File: config.mk
export PLATFORM = sky130hd
export DESIGN_NAME = fixed_point_multiplier
export DESIGN_NICKNAME = d
export VERILOG_FILES = /design/src/rtl/fixed_point_multiplier.sv
export SDC_FILE = /design/constraint.sdc
export NUM_CORES = 1
export LEC_CHECK = 0
export CAP_MARGIN = 20
export CORE_MARGIN = 2
export CORE_UTILIZATION = 50
export DETAILED_ROUTE_END_ITERATION = 7
export GPL_ROUTABILITY_DRIVEN = 0
export HOLD_SLACK_MARGIN = 0.03
export PLACE_DENSITY = 0.73
export RECOVER_POWER = 50
export REMOVE_ABC_BUFFERS = 1
export SYNTH_ARGS = -nofsm -noshare
export SYNTH_HDL_FRONTEND = slang
export SYNTH_SLANG_ARGS = --single-unit
File: constraint.sdc
create_clock -name clk_in -period 6.9 [get_ports clk_in]
set_input_delay 2.07 -clock clk_in [delete_from_list [all_inputs] [get_ports clk_in]]
set_output_delay 2.07 -clock clk_in [all_outputs]
set_load 0.05 [all_outputs]
File: src/rtl/fixed_point_multiplier.sv
// Four-stage pipelined signed fixed-point multiplier: full-width product,
// floor-rounding arithmetic rescale, and saturation to the operand format.
module fixed_point_multiplier #(
    parameter int FIXED_POINT_LENGTH   = 16,
    parameter int FIXED_POINT_POSITION = 10
) (
    input  logic                          clk_in,
    input  logic                          rst_in,
    input  logic [FIXED_POINT_LENGTH-1:0] fixed_point_1_in,
    input  logic [FIXED_POINT_LENGTH-1:0] fixed_point_2_in,
    output logic [FIXED_POINT_LENGTH-1:0] product_out
);

    localparam int L    = FIXED_POINT_LENGTH;
    localparam int F    = FIXED_POINT_POSITION;
    localparam int P_W  = 2 * L;
    localparam int LO_W = L / 2;
    localparam int HI_W = L - LO_W;
    localparam int HH_W = 2 * HI_W;
    localparam int HL_W = L + 1;
    localparam int LL_W = 2 * LO_W;
    localparam int TOP_W = P_W - L + 1;

    // Stage 1: operand capture
    logic [L-1:0] a_q, b_q;

    // Stage 2: partial products (signed high halves, unsigned low halves)
    logic signed [HH_W-1:0] pp_hh_q, pp_hh_d;
    logic signed [HL_W-1:0] pp_hl_q, pp_hl_d;
    logic signed [HL_W-1:0] pp_lh_q, pp_lh_d;
    logic        [LL_W-1:0] pp_ll_q, pp_ll_d;

    // Stage 3: full-width product
    logic signed [P_W-1:0] product_q, product_d;

    // Stage 4: rescaled, saturated result
    logic [L-1:0] result_q, result_d;

    logic signed [HI_W-1:0] a_hi, b_hi;
    logic        [LO_W-1:0] a_lo, b_lo;

    assign a_hi = a_q[L-1:LO_W];
    assign b_hi = b_q[L-1:LO_W];
    assign a_lo = a_q[LO_W-1:0];
    assign b_lo = b_q[LO_W-1:0];

    // Every operand is widened to the result width first so no product can wrap.
    always_comb begin
        pp_hh_d = $signed({{HI_W{a_hi[HI_W-1]}}, a_hi})
                * $signed({{HI_W{b_hi[HI_W-1]}}, b_hi});
        pp_hl_d = $signed({{(LO_W+1){a_hi[HI_W-1]}}, a_hi})
                * $signed({{(HI_W+1){1'b0}}, b_lo});
        pp_lh_d = $signed({{(HI_W+1){1'b0}}, a_lo})
                * $signed({{(LO_W+1){b_hi[HI_W-1]}}, b_hi});
        pp_ll_d = {{LO_W{1'b0}}, a_lo} * {{LO_W{1'b0}}, b_lo};
    end

    logic signed [P_W-1:0] hh_ext, hl_ext, lh_ext, ll_ext;

    always_comb begin
        hh_ext    = {{(P_W-HH_W){pp_hh_q[HH_W-1]}}, pp_hh_q};
        hl_ext    = {{(P_W-HL_W){pp_hl_q[HL_W-1]}}, pp_hl_q};
        lh_ext    = {{(P_W-HL_W){pp_lh_q[HL_W-1]}}, pp_lh_q};
        ll_ext    = {{(P_W-LL_W){1'b0}}, pp_ll_q};
        product_d = (hh_ext <<< (2 * LO_W)) + (hl_ext <<< LO_W)
                  + (lh_ext <<< LO_W) + ll_ext;
    end

    logic signed [P_W-1:0] shifted;
    logic [TOP_W-1:0]      top_bits;

    // The result fits iff every bit from the output sign bit upward agrees.
    always_comb begin
        shifted  = product_q >>> F;
        top_bits = shifted[P_W-1:L-1];
        if (top_bits == '0 || top_bits == '1) begin
            result_d = shifted[L-1:0];
        end else if (shifted[P_W-1]) begin
            result_d = {1'b1, {(L-1){1'b0}}};
        end else begin
            result_d = {1'b0, {(L-1){1'b1}}};
        end
    end

    always_ff @(posedge clk_in or posedge rst_in) begin
        if (rst_in) begin
            a_q       <= '0;
            b_q       <= '0;
            pp_hh_q   <= '0;
            pp_hl_q   <= '0;
            pp_lh_q   <= '0;
            pp_ll_q   <= '0;
            product_q <= '0;
            result_q  <= '0;
        end else begin
            a_q       <= fixed_point_1_in;
            b_q       <= fixed_point_2_in;
            pp_hh_q   <= pp_hh_d;
            pp_hl_q   <= pp_hl_d;
            pp_lh_q   <= pp_lh_d;
            pp_ll_q   <= pp_ll_d;
            product_q <= product_d;
            result_q  <= result_d;
        end
    end

    assign product_out = result_q;

endmodule

==> results by group <==
Run status
  – Status: finished with violations
  – Failing checks: max-capacitance violations, max-slew violations

Routing
  – Via density: between 5 and 6
  – First-pass DRT Iterations: 6
  – Routed via count: 8942
  – Wirelength, routed: 26900 µm
  – Post-DR wirelength/cell: 15.5 µm
  – DRC: 0
  – DR iter-0 viols: 490
  – Antenna Nets Post-Route: 0

Power
  – Pleak: around 7.5 nW
  – Design Power: 0.00650 W
  – Pwr Density: approximately 430 nW/µm²
  – Max VDD drop: 0.232 mV

Yosys
  – Post-synthesis mux area share: less than 1%
  – Main combinational cell family by area after synthesis: adder cells
  – Ys flop type: dfrtp_1
  – Post-synth top area cell: fa_1
  – Simple-gate share of the synthesized area: 15.4%
  – Post-synth EDFFs: 0
  – FF+latch count, synth: 128
  – Synth Area in XOR/XNOR: 4.12%
  – Synth warnings: 0
  – Sequential area share after synthesis: 23.2%
  – Synth unique cells: 60
  – Post-synthesis instance total: 1352
  – Post-Synth Adder-Cell Area: 42.5%
  – Post-synth top area share: 27.1%
  – Avg Cell Area, Syn: ~10 µm²
  – Cell Area, Synth: 13800 µm²
  – Async SR Flop Fraction: 100%
  – Ranking of synthesized cells by area: fa_1 (27%), dfrtp_1 (23%), ha_1 (15%)
  – Complex-gate fraction of the synthesized area: 7.00%

Finish
  – Commonest non-fill, non-tap cells in the layout: inv_1 (237), fa_1 (187), and2_1 (179)
  – Fillcell total: 2318
  – Proportion of layout cells with a drive suffix above 1: 3.65%
  – Layout net count: 1775
  – Syn-to-layout area delta: 9.78%
  – Non-filler cells, final: 1738
  – Inserted Diodes: 0
  – Commonest non-fill, non-tap cell in the layout: inv_1

Timing
  – Sum Neg Setup Slack: 0 ns
  – Peak Freq: 208 MHz
  – Final Max Slew Viols: 94
  – RSZ-0062 raised after global routing: no
  – Headroom to the max-slew limit: -117%
  – Final Setup Violations: 0
  – Fin crit period: 4.81 ns
  – Least-Margin Pin Slew: 3.24 ns
  – Number of failing hold endpoints at the final stage: 0
  – Tcrit/Tclk final: about 70%
  – Final Skew: approximately 0.02 ns

Global routing
  – Initial antenna violation count: 0
  – First-pass GRT wire length: 46900 µm
  – Grt total ovfl: 0
  – Vias in the first global route: 9770
  – Total track usage: between 20% and 30%
  – Largest net degree at the start of global routing: 77

Place
  – Port-buffer cells: a little under 50
  – Post-Place Cells: 1706
  – Dpl hpwl: between 20000 and 25000 µm

Clocking
  – Root Driver: clkbuf_16
  – TritonCTS clock tree: built
  – CTS clk-pin slew, worst paths: around 0.070 ns
  – Hold buffer count at cts: 0
  – CTS Buf Count: 17
  – Clk_lat worst skew: roughly 0.44 ns
  – CTS resizes: 0
  – Post-CTS Setup Inserts: 0
  – Clock sinks: 128
  – H-tree depth: 4
  – CTS max path bufs: 2

Critical path
  – Critical Path AT: 5.32 ns
  – Reg2reg path depth: 15
  – FF-to-FF End: pp_lh_q[15]
  – Worst endpoint required time: 7.40 ns
  – Critical path type: input port to async pin
  – Setup crit end kind: async pin
  – RR Startpoint: b_q[15]
  – Reg-to-reg slack, setup: 2.09 ns
  – Worst Path Max Fanout: 76
  – CP startpoint kind: input port

Flow run
  – Max-cap viol count: 2

Die
  – Die Wd: 170 µm
  – Die area: 29000 µm²
  – Initial Util: 51.1%
  – Core Area: 27000 µm²
  – Row Count: 60
  – Ports: 50
  – Die height: 170 µm

Worst hold path
  – Worst Hold Endpoint: product_out[15]
  – Min-Delay Path Depth: 0
  – Hold Path Class: flop to flop
  – Hold_sp: product_q[31]
## cell type report
cell class	count	area (µm²)	area share [%]
clock buffer	18	429	2.83
clock inverter	14	175	1.16
inverter	238	895	5.90
multi-input combinational	949	9530	62.9
sequential	128	3200	21.1
tap	341	427	2.82
timing repair buffer	50	498	3.29
## per-layer routing
layer | vias to the layer above | track usage [%] | part of all wire, %
met3 | 35 | 4.23 | 5.3
met2 | 218 | 33.6 | 46
met5 | - | 0 | 0
met1 | 4406 | 28.2 | 47
li1 | 4283 | - | -
met4 | 0 | 5.83 | 1.8
## Yosys cell counts (4+ instances only)
| cell | number |
|---|---|
| o21bai_1 | 4 |
| and2_1 | 191 |
| a21o_1 | 13 |
| ha_1 | 170 |
| o21ai_0 | 34 |
| dfrtp_1 | 128 |
| o21a_1 | 9 |
| nand2_1 | 74 |
| nor2_1 | 47 |
| fa_1 | 187 |
| nor2b_1 | 19 |
| a31oi_1 | 4 |
| nand2b_1 | 16 |
| a21oi_1 | 25 |
| o21ai_1 | 8 |
| o211ai_1 | 5 |
| clkbuf_1 | 34 |
| xnor2_1 | 49 |
| inv_1 | 238 |
| xor2_1 | 16 |
| and3_1 | 4 |
| nand3_1 | 9 |
| nor3_1 | 9 |
## kinds of logic (layout without fill, tap and decap cells)
| logic type | after synthesis | after routing |
|---|---|---|
| muxes | 3 | 3 |
| AOI/OAI and AO/OA | 137 | 137 |
| buffers and inverters | 275 | 320 |
| and+or+nand+nor | 387 | 387 |
| adders and majority gates | 357 | 357 |
| xor gates and xnor gates | 65 | 65 |
| DFF | 128 | 128 |
## per-stage QoR
step | area [µm²] | setup slack, ns | utilization, % | hold slack, ns
after floorplan | 13700 | 1.42 | - | 0.439
after global placement | 14600 | 2.19 | 54.0 | 0.460
after detailed placement | 14600 | 2.17 | 54.0 | 0.464
after CTS | 15200 | 2.14 | 56.2 | 0.478
after global routing | 15200 | 1.39 | 56.1 | 0.471
final | 15200 | 2.09 | 56.1 | 0.442
## flip-flops by register name, indices dropped and copies added, names as in the netlist
signal and count:
a_q 16, b_q 16, pp_hh_q 16, pp_hl_q 17
pp_lh_q 17, pp_ll_q 8, product_out 16, product_q 22
## report_power, final
group          internal (W)  switching (W)
combinational       0.00189        0.00241
sequential          0.00108       0.000168
clock              0.000546       0.000399
total               0.00352        0.00297
## how the worst max path moves through the flow
stage                  from  depth (start not counted)  slack [ns]     endpoint
floorplan            rst_in                          1        1.42       a_q[0]
finish               rst_in                          3        2.09       b_q[7]
global placement    b_q[15]                         15        2.19  pp_lh_q[15]
detailed placement  b_q[15]                         15        2.17  pp_lh_q[15]
CTS                 b_q[15]                         15        2.14  pp_lh_q[15]
global route         rst_in                          3        1.39       b_q[5]
## worst max-delay path: stages
cell and delay [ns]:
dlygate4sd3_1 0.55, clkinvlp_2 1.83, buf_4 0.82
No activity file was read; power rests on OpenSTA's default activity.
